--- src/rtl/alu_pkg.sv ---
// alu_pkg: shared definitions for the execute-stage ALU.
//   ALU_* : 4-bit operation codes driven on alu_control by the decoder.
//   SHIFT_*: 2-bit mode codes understood by alu_shifter.
package alu_pkg;

  localparam logic [3:0] ALU_AND  = 4'b0000;
  localparam logic [3:0] ALU_OR   = 4'b0001;
  localparam logic [3:0] ALU_ADD  = 4'b0010;
  localparam logic [3:0] ALU_SUB  = 4'b0011;
  localparam logic [3:0] ALU_SLT  = 4'b0100;
  localparam logic [3:0] ALU_SLTU = 4'b0101;
  localparam logic [3:0] ALU_NOR  = 4'b0110;
  localparam logic [3:0] ALU_XOR  = 4'b0111;
  localparam logic [3:0] ALU_SLL  = 4'b1000;
  localparam logic [3:0] ALU_SRL  = 4'b1001;
  localparam logic [3:0] ALU_SRA  = 4'b1010;

  // Shift modes line up with alu_control[1:0] of the three shift opcodes.
  localparam logic [1:0] SHIFT_SLL = 2'b00;
  localparam logic [1:0] SHIFT_SRL = 2'b01;
  localparam logic [1:0] SHIFT_SRA = 2'b10;

endpackage

--- src/rtl/alu_shifter.sv ---
// alu_shifter: combinational barrel shifter for SLL / SRL / SRA.
// Ports:
//   a      in  width           value to shift
//   shamt  in  log2(width)     shift amount
//   mode   in  2               SHIFT_SLL / SHIFT_SRL / SHIFT_SRA (other: 0)
//   y      out width           shifted value
module alu_shifter
  import alu_pkg::*;
#(
  parameter int width = 32
) (
  input  logic [width-1:0]         a,
  input  logic [$clog2(width)-1:0] shamt,
  input  logic [1:0]               mode,
  output logic [width-1:0]         y
);

  always_comb begin
    y = '0;
    case (mode)
      SHIFT_SLL: y = a << shamt;
      SHIFT_SRL: y = a >> shamt;
      SHIFT_SRA: y = $unsigned($signed(a) >>> shamt);
      default:   y = '0;
    endcase
  end

endmodule

--- src/rtl/alu.sv ---
// alu: registered RV32I integer ALU, one-cycle latency, full throughput.
// Ports:
//   clk          in  1      rising-edge clock
//   rst          in  1      synchronous active-high reset
//   a, b         in  width  operands (low log2(width) bits of b = shift amount)
//   alu_control  in  4      operation select (alu_pkg::ALU_*)
//   result       out width  registered result
//   zero         out 1      registered, 1 when result is all zeros
//   overflow     out 1      registered signed overflow for ADD/SUB only
module alu
  import alu_pkg::*;
#(
  parameter int width = 32
) (
  input  logic             clk,
  input  logic             rst,
  input  logic [width-1:0] a,
  input  logic [width-1:0] b,
  input  logic [3:0]       alu_control,
  output logic [width-1:0] result,
  output logic             zero,
  output logic             overflow
);

  localparam int SHW = $clog2(width);

  logic [width-1:0] sum;
  logic [width-1:0] diff;
  logic [width-1:0] shift_y;
  logic             lt_signed;
  logic             lt_unsigned;
  logic             ovf_add;
  logic             ovf_sub;
  logic [width-1:0] result_next;
  logic             overflow_next;

  assign sum  = a + b;
  assign diff = a - b;

  // True signed compare, independent of the subtraction sign bit.
  assign lt_signed   = $signed(a) < $signed(b);
  assign lt_unsigned = a < b;

  assign ovf_add = (a[width-1] == b[width-1]) && (sum[width-1]  != a[width-1]);
  assign ovf_sub = (a[width-1] != b[width-1]) && (diff[width-1] != a[width-1]);

  alu_shifter #(.width(width)) u_shifter (
    .a     (a),
    .shamt (b[SHW-1:0]),
    .mode  (alu_control[1:0]),
    .y     (shift_y)
  );

  always_comb begin
    result_next   = '0;
    overflow_next = 1'b0;
    case (alu_control)
      ALU_AND:  result_next = a & b;
      ALU_OR:   result_next = a | b;
      ALU_ADD: begin
        result_next   = sum;
        overflow_next = ovf_add;
      end
      ALU_SUB: begin
        result_next   = diff;
        overflow_next = ovf_sub;
      end
      ALU_SLT:  result_next = {{(width-1){1'b0}}, lt_signed};
      ALU_SLTU: result_next = {{(width-1){1'b0}}, lt_unsigned};
      ALU_NOR:  result_next = ~(a | b);
      ALU_XOR:  result_next = a ^ b;
      ALU_SLL, ALU_SRL, ALU_SRA: result_next = shift_y;
      default:  result_next = '0;
    endcase
  end

  always_ff @(posedge clk) begin
    if (rst) begin
      result   <= '0;
      zero     <= 1'b1;
      overflow <= 1'b0;
    end else begin
      result   <= result_next;
      zero     <= (result_next == '0);
      overflow <= overflow_next;
    end
  end

endmodule

--- config.mk ---
export PLATFORM = sky130hd
export DESIGN_NAME = alu
export DESIGN_NICKNAME = d
export VERILOG_FILES = /design/src/rtl/alu_pkg.sv /design/src/rtl/alu_shifter.sv /design/src/rtl/alu.sv
export SDC_FILE = /design/constraint.sdc
export NUM_CORES = 1
export LEC_CHECK = 0
export CORE_AREA = 4 4 183 185
export CTS_BUF_LIST = sky130_fd_sc_hd__clkbuf_4
export DETAILED_ROUTE_END_ITERATION = 10
export DIE_AREA = 0 0 187 189
export MAX_ROUTING_LAYER = met4
export PLACE_DENSITY_LB_ADDON = 0.08
export REMOVE_ABC_BUFFERS = 1
export SYNTH_ARGS = -nofsm -noshare
export SYNTH_HDL_FRONTEND = slang
export SYNTH_SLANG_ARGS = --single-unit
--- constraint.sdc ---
create_clock -name clk -period 17.46 [get_ports clk]
set_clock_uncertainty 0.05 [all_clocks]
set_input_delay 3.492 -clock clk [delete_from_list [all_inputs] [get_ports clk]]
set_output_delay 3.492 -clock clk [all_outputs]
set_load 0.05 [all_outputs]
After elaboration in Yosys (flattened, before gate mapping)

Index checks and enable logic that the tools add are counted.

Add/subtract/negate cells: 2
Order comparisons: 2
Eq/ne operators: 16
Shift-type cells: 3
Mux-type cells: 3
Bitwise logic cells: 4
Reduce and logical (&&, ||, !) cells: 6

Operators with widths:

| kind                                                | number |
|---|---|
| case mux 32 bit (9 select lines)                    | 1 |
| case mux 32 bit (3 select lines)                    | 1 |
| < comparator 32 bit                                 | 2 |
| adder 32 bit                                        | 1 |
| bitwise AND 32 bit                                  | 1 |
| logical NOT 32 bit                                  | 1 |
| inverter 32 bit                                     | 1 |
| OR 32 bit                                           | 1 |
| left shift 32 x 5 -> 32 bit                         | 1 |
| right shift 32 x 5 -> 32 bit                        | 1 |
| >>> shifter 32 x 5 -> 32 bit                        | 1 |
| subtractor 32 bit                                   | 1 |
| XOR 32 bit                                          | 1 |
| equality test 4 x 3 -> 1 bit, second input constant | 4 |
| equality test 4 bit, second input constant          | 3 |
| equality test 4 x 2 -> 1 bit, second input constant | 2 |
| equality test 4 x 1 -> 1 bit, second input constant | 1 |
| logical NOT 4 bit                                   | 1 |
| != test 1 bit                                       | 3 |
| OR reduction 3 bit                                  | 1 |
| equality test 2 x 1 -> 1 bit, second input constant | 1 |
| equality test 2 bit, second input constant          | 1 |
| logical AND 1 bit                                   | 2 |
| logical NOT 2 bit                                   | 1 |
| other kinds (2)                                     | 2 |

Bits in registers: 34
Input port bits: 70
Logic and storage cells: 39

Depth between registers and ports, before layout

Gate-level depths: netlist of the first run.

Word-level depth: 4
Gate-level depth with buffers: 18
Gate-level depth less buffers: 14

Modules after synthesis

Synthesis of the first run repeated with hierarchy kept, for this count alone.

Cells, all modules: 1,495
Area, all modules: 11,100.6 µm²

Modules (own cells, without submodules):

| module      | times used | cells an instance | area an instance (µm²) | sequential area each (µm²) |
|---|---|---|---|---|
| alu         | 1          | 1,005             | 6,976.7                | 680.7 |
| alu_shifter | 1          | 490               | 4,124.0                | 0.0 |

Least setup slack after synthesis of the first run

Ideal clock, no wire load.

Kind: input-to-reg
From: input port b[2]
To: register zero
Arrival time: 7,789 ps
Required time: 17,314 ps
Slack: 9,525 ps
Cell stages on the path: 18
Path buffers: 5
Cells stage by stage: buf_2 buf_2 inv_1 buf_1 buf_1 ha_1 clkbuf_1 nor2b_1 o2111ai_1 nand2_1 a21oi_1 o21bai_1 a21o_1 a2111oi_0 nand2_1 or4_1 or4_1 o41ai_2

Word-level cells in the longest chain between the ends: 4
Elaborated cells on any way between the ends: 14
Those cells by class: add/sub: 2; order compare: 2; shift: 3; mux: 2; bitwise: 4; reduce/logical: 1

RTL lines:

| item                                                      | RTL line  | RTL |
|---|---|---|
| start, declared                                           | alu.sv:18 | `input logic [width-1:0] b,` |
| branches (longest 2 deep; another with subtractor 32 bit) | --        |  |
| case mux 32 bit (9 select lines) *                        | alu.sv:57 | `case (alu_control)` |
| logical NOT 32 bit *                                      | alu.sv:84 | `zero <= (result_next == '0);` |
| end signal, assigned                                      | alu.sv:84 |  |
| end, declared                                             | alu.sv:21 | `output logic zero,` |

Mark *: on every way between the ends.
A chain may end at the register's enable or synchronous reset.

Worst setup path after layout of the first run

From: input port b[4]
To: register zero

Same word-level chain as after synthesis.

==> results.cfg, run 1 <==
[run_status]
outcome = complete, no violations

[critical_path]
crit_fanout = 43
path_cells = clkdlybuf4s50_1 -> buf_4 -> clkinv_1 -> ha_1 -> nor2_1 -> o311ai_0 -> a21oi_1 -> nor2_1 -> o21ai_0 -> mux2i_1 -> a2111oi_0 -> nand2_1 -> or4_1 -> or4_1 -> o41ai_2
crit_path_end_kind = register
required_ns = 17.74
cp.buffers_inverters = 3
worst_setup_path_start_kind = input port
crit_slowest_cell = a2111oi_0
cp.arrival_ns = 8.95
cpPeakStageDelay_ns = 0.63
crit_type = in2reg
cp_top_family = compound AO/OA/AOI/OAI gates

[yosys]
yosysUniqueCellTypes = 87
ys_warn_count = 0
synthArstFlopShare_pct = 0
synth_area_um2 = 11100
syn_avg_cell_area_um2 = 7.31
synth_edf_count = 0
ys_ff_latch = 34
syn_inst = 1516
synthFlopType = dfxtp_1
seq_area_frac_synth_pct = 6.14

[min_path]
whs_endpoint = result[10]
hp-class = in2reg
min_from = b[3]
hold_depth = 6

[timing]
worst_pin_slew_ns = 1.16
hold_ws_ns = 4.08
worst_slack_ns = 8.79
fmax_ghz = 0.115
tns_ns = 0
slew_headroom_pct = 21.7
slew_violations = 0
min_period_ns = 8.67
post-route-period-util_pct = 49.7
setup_viol = 0
finalHoldViolCount = 0
rsz0062_at_grt = no

[floorplanning]
die_h_um = 189
dieWidth_um = 187
core-area_um2 = 32000
die_area_um2 = 35300
initial_core_util_pct = 34.6
num_rows = 66
io_pins = 104

[run]
drv_cap = 0

[clocking]
cts.sinks = 34
clk_pin_slew_worst_paths_ns = 0.14
cts_tree = done
holdBufCountCts = 0
htreeDepth = 2
post_cts_buffers = 0
post_cts_resized = 0
cts_buffers = 5
root_buffer = clkbuf_4
clock_path_buffers = 2

[pwr]
total_power_w = 0.000561
p_leak_nw = 4.93
powerDensity_nw_per_um2 = 45.3
ir_drop_mv = 0.0275

[route]
antenna_left = 0
vias_per_cell = 6.69
drt-pass1-iter-count = 5
route.detailed.drc = 0
via_count = 13006
wl_um = 56000
drt-wirelength-per-cell_um = 28.8
drt_iter0_drc = 1755

[place]
io_buffers = 103
place_congestion = 1.01
post-place-ws_ns = 8.53
hpwl_um = 42600

[grt]
grt_usage_pct = 31.2
grt_overflow = 0
grt_max_degree = 63
antenna_found_initial = 6
grt_pass1_vias = 12132
grt_pass1_wl_um = 81800

[final_layout]
area_delta_synth_final_pct = 11.8
drive_gt1_share_pct = 10.5
fin_nets = 1703
==> cells by family (layout without fill, tap and decap cells) <==
logic type | count (synthesis) | count (layout) | synth area share, %
AND/OR/NAND/NOR | 515 | 515 | 21.8
AO/OA/AOI/OAI | 492 | 492 | 31.1
buffers and inverters | 234 | 250 | 8.74
multiplexers | 129 | 129 | 19.8
adder cells (fa/ha/maj) | 102 | 102 | 11.6
flip-flops | 34 | 34 | 6.14
XOR/XNOR | 10 | 10 | 0.790
other | 0 | 5 | 0
==> registers in the layout, indices dropped and copies added, names as in the netlist <==
signal,flops
result,32
overflow,1
zero,1
==> area by class of cell <==
| cell class | count | area (um^2) |
|---|---|---|
| antenna | 5 | 12.5 |
| multi-input combinational | 1248 | 9470 |
| sequential | 34 | 681 |
| clock buffer | 6 | 45.0 |
| tap | 408 | 510 |
| timing repair buffer | 138 | 1270 |
| fill | 3475 | 19600 |
| clock inverter | 2 | 8.76 |
| inverter | 104 | 390 |
==> report_power, final <==
| part | internal (W) | switching (W) | total, W |
|---|---|---|---|
| clock | 0.0000166 | 0.0000347 | 0.0000513 |
| combinational | 0.000149 | 0.000274 | 0.000423 |
| sequential | 0.0000848 | 0.00000177 | 0.0000866 |
| total | 0.000251 | 0.000310 | 0.000561 |
==> synthesized netlist by cell type, types with 8 or more instances <==
cell / count / area share (%)
nand2b_1: 12 / 0.68
o311ai_0: 13 / 1.0
buf_1: 11 / 0.37
mux2i_1: 40 / 3.6
o31ai_1: 16 / 1.1
clkbuf_1: 88 / 3.0
o22ai_1: 12 / 0.68
nor3_1: 39 / 1.8
mux4_2: 70 / 14
a21oi_1: 118 / 5.3
buf_2: 20 / 0.90
a221oi_1: 18 / 1.4
nor2_1: 147 / 5.0
o21a_1: 12 / 0.81
a31oi_1: 18 / 1.0
a221o_1: 8 / 0.72
nor4_1: 12 / 0.68
nand4_1: 11 / 0.62
and3_1: 20 / 1.1
dfxtp_1: 34 / 6.1
ha_1: 100 / 11
a21o_1: 24 / 1.6
or3_1: 11 / 0.62
o211ai_1: 33 / 2.2
a211oi_1: 23 / 1.6
nor2b_1: 15 / 0.85
nand3_1: 49 / 2.2
and2_1: 19 / 1.1
o21ai_0: 61 / 2.8
o221ai_1: 16 / 1.3
o21bai_1: 14 / 0.95
a22oi_1: 18 / 1.2
nand2_1: 151 / 5.1
inv_1: 101 / 3.4
mux2_2: 18 / 1.8
==> through the flow <==
step	util (%)	cell area [um^2]	cells
floorplan	-	10500	1386
global placement	38.5	12300	1932
detailed placement	38.5	12300	1932
CTS	38.6	12400	1940
global route	38.7	12400	1945
finish	38.7	12400	1945
==> placed cells by master (no fill, tap or decap), types with 24 or more instances in the layout <==
cell,n
nand2_1,151
nor2_1,147
a21oi_1,118
inv_1,101
ha_1,100
clkdlybuf4s50_1,98
mux4_2,70
o21ai_0,61
nand3_1,49
mux2i_1,40
nor3_1,37
buf_4,36
dfxtp_1,34
o211ai_1,33
a21o_1,24
==> metal layers <==
| layer | share of wire, % | track usage, % |
|---|---|---|
| met2 | 43 | 45.8 |
| met3 | 8.9 | 5.72 |
| met4 | 4.4 | 12.5 |
| met5 | 0 | - |
| met1 | 43 | 42.6 |
==> how the worst max path moves through the flow <==
| stage | from | end | slack (ns) | cells past startpoint |
|---|---|---|---|---|
| 2_1_floorplan | b[3] | zero | 10.06 | 13 |
| 3_3_place_gp | b[3] | zero | 8.54 | 15 |
| 3_5_place_dp | b[4] | zero | 8.53 | 15 |
| 4_1_cts | b[4] | zero | 8.92 | 15 |
| 5_1_grt | b[4] | zero | 8.50 | 15 |
| 6_report | b[4] | zero | 8.79 | 15 |
No activity file was read; power rests on OpenSTA's default activity.
==> run 2, diff against run 1 <==
Clock period 17.46 ns to 7 ns, I/O delays scaled along.
==> results.cfg, run 2 (synthesized netlist as in run 1, its figures left out) <==
[pwr]
total_power_w = 0.00144
ir_drop_mv = 0.0599
comb_power_share_pct = 76.1
clkPwrFrac_pct = 8.9
power_switching_w = 0.000790
seqPwrFrac_pct = 15.0
intPower_w = 0.000650
powerDensity_nw_per_um2 = 113
sw_frac_of_total_pct = 54.9
p_leak_nw = 5.17

[clocking]
root_buffer = clkbuf_4
cts_tree = done
clk_pin_slew_worst_paths_ns = 0.14
post_cts_resized = 0
holdBufCountCts = 0
post_cts_buffers = 0
cts_buffers = 5
cts.sinks = 34
clock_path_buffers = 2
htreeDepth = 2

[route]
route.detailed.drc = 0
drt_iter0_drc = 1622
drt-pass1-iter-count = 8
vias_per_cell = 6.61
wl_um = 58000
via_count = 13178
drt-wirelength-per-cell_um = 29.1
antenna_left = 0

[critical_path]
crit_fanout = 13
path_cells = clkdlybuf4s50_1 -> inv_1 -> ha_1 -> inv_1 -> a221oi_1 -> buf_4 -> nor2_1 -> o21ai_1 -> o221a_2 -> o21ai_0 -> a2111oi_2 -> nand4_1 -> or4_1 -> or4_1 -> o41ai_2
required_ns = 7.25
cp.buffers_inverters = 4
crit_slowest_cell = clkdlybuf4s50_1
cpPeakStageDelay_ns = 0.78
crit_path_end_kind = register
cp.arrival_ns = 6.30
cp_top_family = compound AO/OA/AOI/OAI gates
crit_type = in2reg
worst_setup_path_start_kind = input port

[final_layout]
design_area_um2 = 12800
top_regs = result: 32 flops, overflow: 1 flops, zero: 1 flops
largest-register = result
fillerInstances = 3463
area_delta_synth_final_pct = 15.3
post-route-util_pct = 39.9
largest_reg_flops = 32
fin_nets = 1752
final_cell_mix = nand2_1, nor2_1, a21oi_1
drive_gt1_share_pct = 13.2
final_common_cell = nand2_1

[grt]
antenna_found_initial = 6
grt_max_degree = 83
grt_overflow = 0
grt_pass1_vias = 12462
grt_pass1_wl_um = 84800
grt_usage_pct = 32.4

[floorplanning]
die_h_um = 189
initial_core_util_pct = 34.6
dieWidth_um = 187
die_area_um2 = 35300
num_rows = 66
io_pins = 104
core-area_um2 = 32000

[place]
hpwl_um = 46400
io_buffers = 103
placed_area_um2 = 12700
place_congestion = 1.04

[timing]
setup_viol = 0
finalHoldViolCount = 0
rsz0062_at_grt = no
post-route-period-util_pct = 86.3
hold_ws_ns = 1.90
tns_ns = 0
worst_pin_slew_ns = 1.02
slew_violations = 0
min_period_ns = 6.04
slew_headroom_pct = 32.0
fmax_ghz = 0.165

[run_status]
outcome = complete, no violations

[min_path]
hp-class = in2reg

[run]
drv_cap = 0
## run 2: changes by cell type in the layout (fill, tap and decap cells not counted), sizes merged
cell / delta
diode: +1
buf: +49
## run 2: power by group through the flow
stage / logic [W] / clock network [W] / registers, W
6_report: 0.00110 / 0.000127 / 0.000216
5_1_grt: 0.00116 / 0.000137 / 0.000218
4_1_cts: 0.00107 / 0.000133 / 0.000216
3_5_place_dp: 0.00107 / 0 / 0.000220
3_3_place_gp: 0.00107 / 0 / 0.000220
2_1_floorplan: 0.000544 / 0 / 0.000285
## run 2: per-layer routing
| layer | wire, um | GRT usage, % |
|---|---|---|
| met1 | 25600 | 44.6 |
| met2 | 25500 | 48.8 |
| met3 | 4830 | 5.42 |
| met4 | 2050 | 10.6 |
| met5 | 0 | - |
## run 2: worst paths after layout
| check | from | endpoint | slack [ns] | cells after the start |
|---|---|---|---|---|
| max | a[3] | zero | 0.96 | 15 |
| min | b[3] | result[10] | 1.90 | 6 |
## run 2: metrics by stage
step / worst slack, ns / std cells
3_3_place_gp: 0.624 / 1981
3_5_place_dp: 0.613 / 1981
6_report: 0.956 / 1995
2_1_floorplan: 1.69 / 1386
4_1_cts: 1.04 / 1989
5_1_grt: 0.615 / 1995
## run 2: area by class of cell
class	instances	area (um^2)	area share, %
Antenna cell	6	15.0	0.117
Clock inverter	2	8.76	0.0685
Tap cell	408	510	3.99
Clock buffer	6	45.0	0.352
Multi-Input combinational cell	1248	9470	74.1
Inverter	104	390	3.05
Sequential cell	34	681	5.33
Timing Repair Buffer	187	1660	13.0
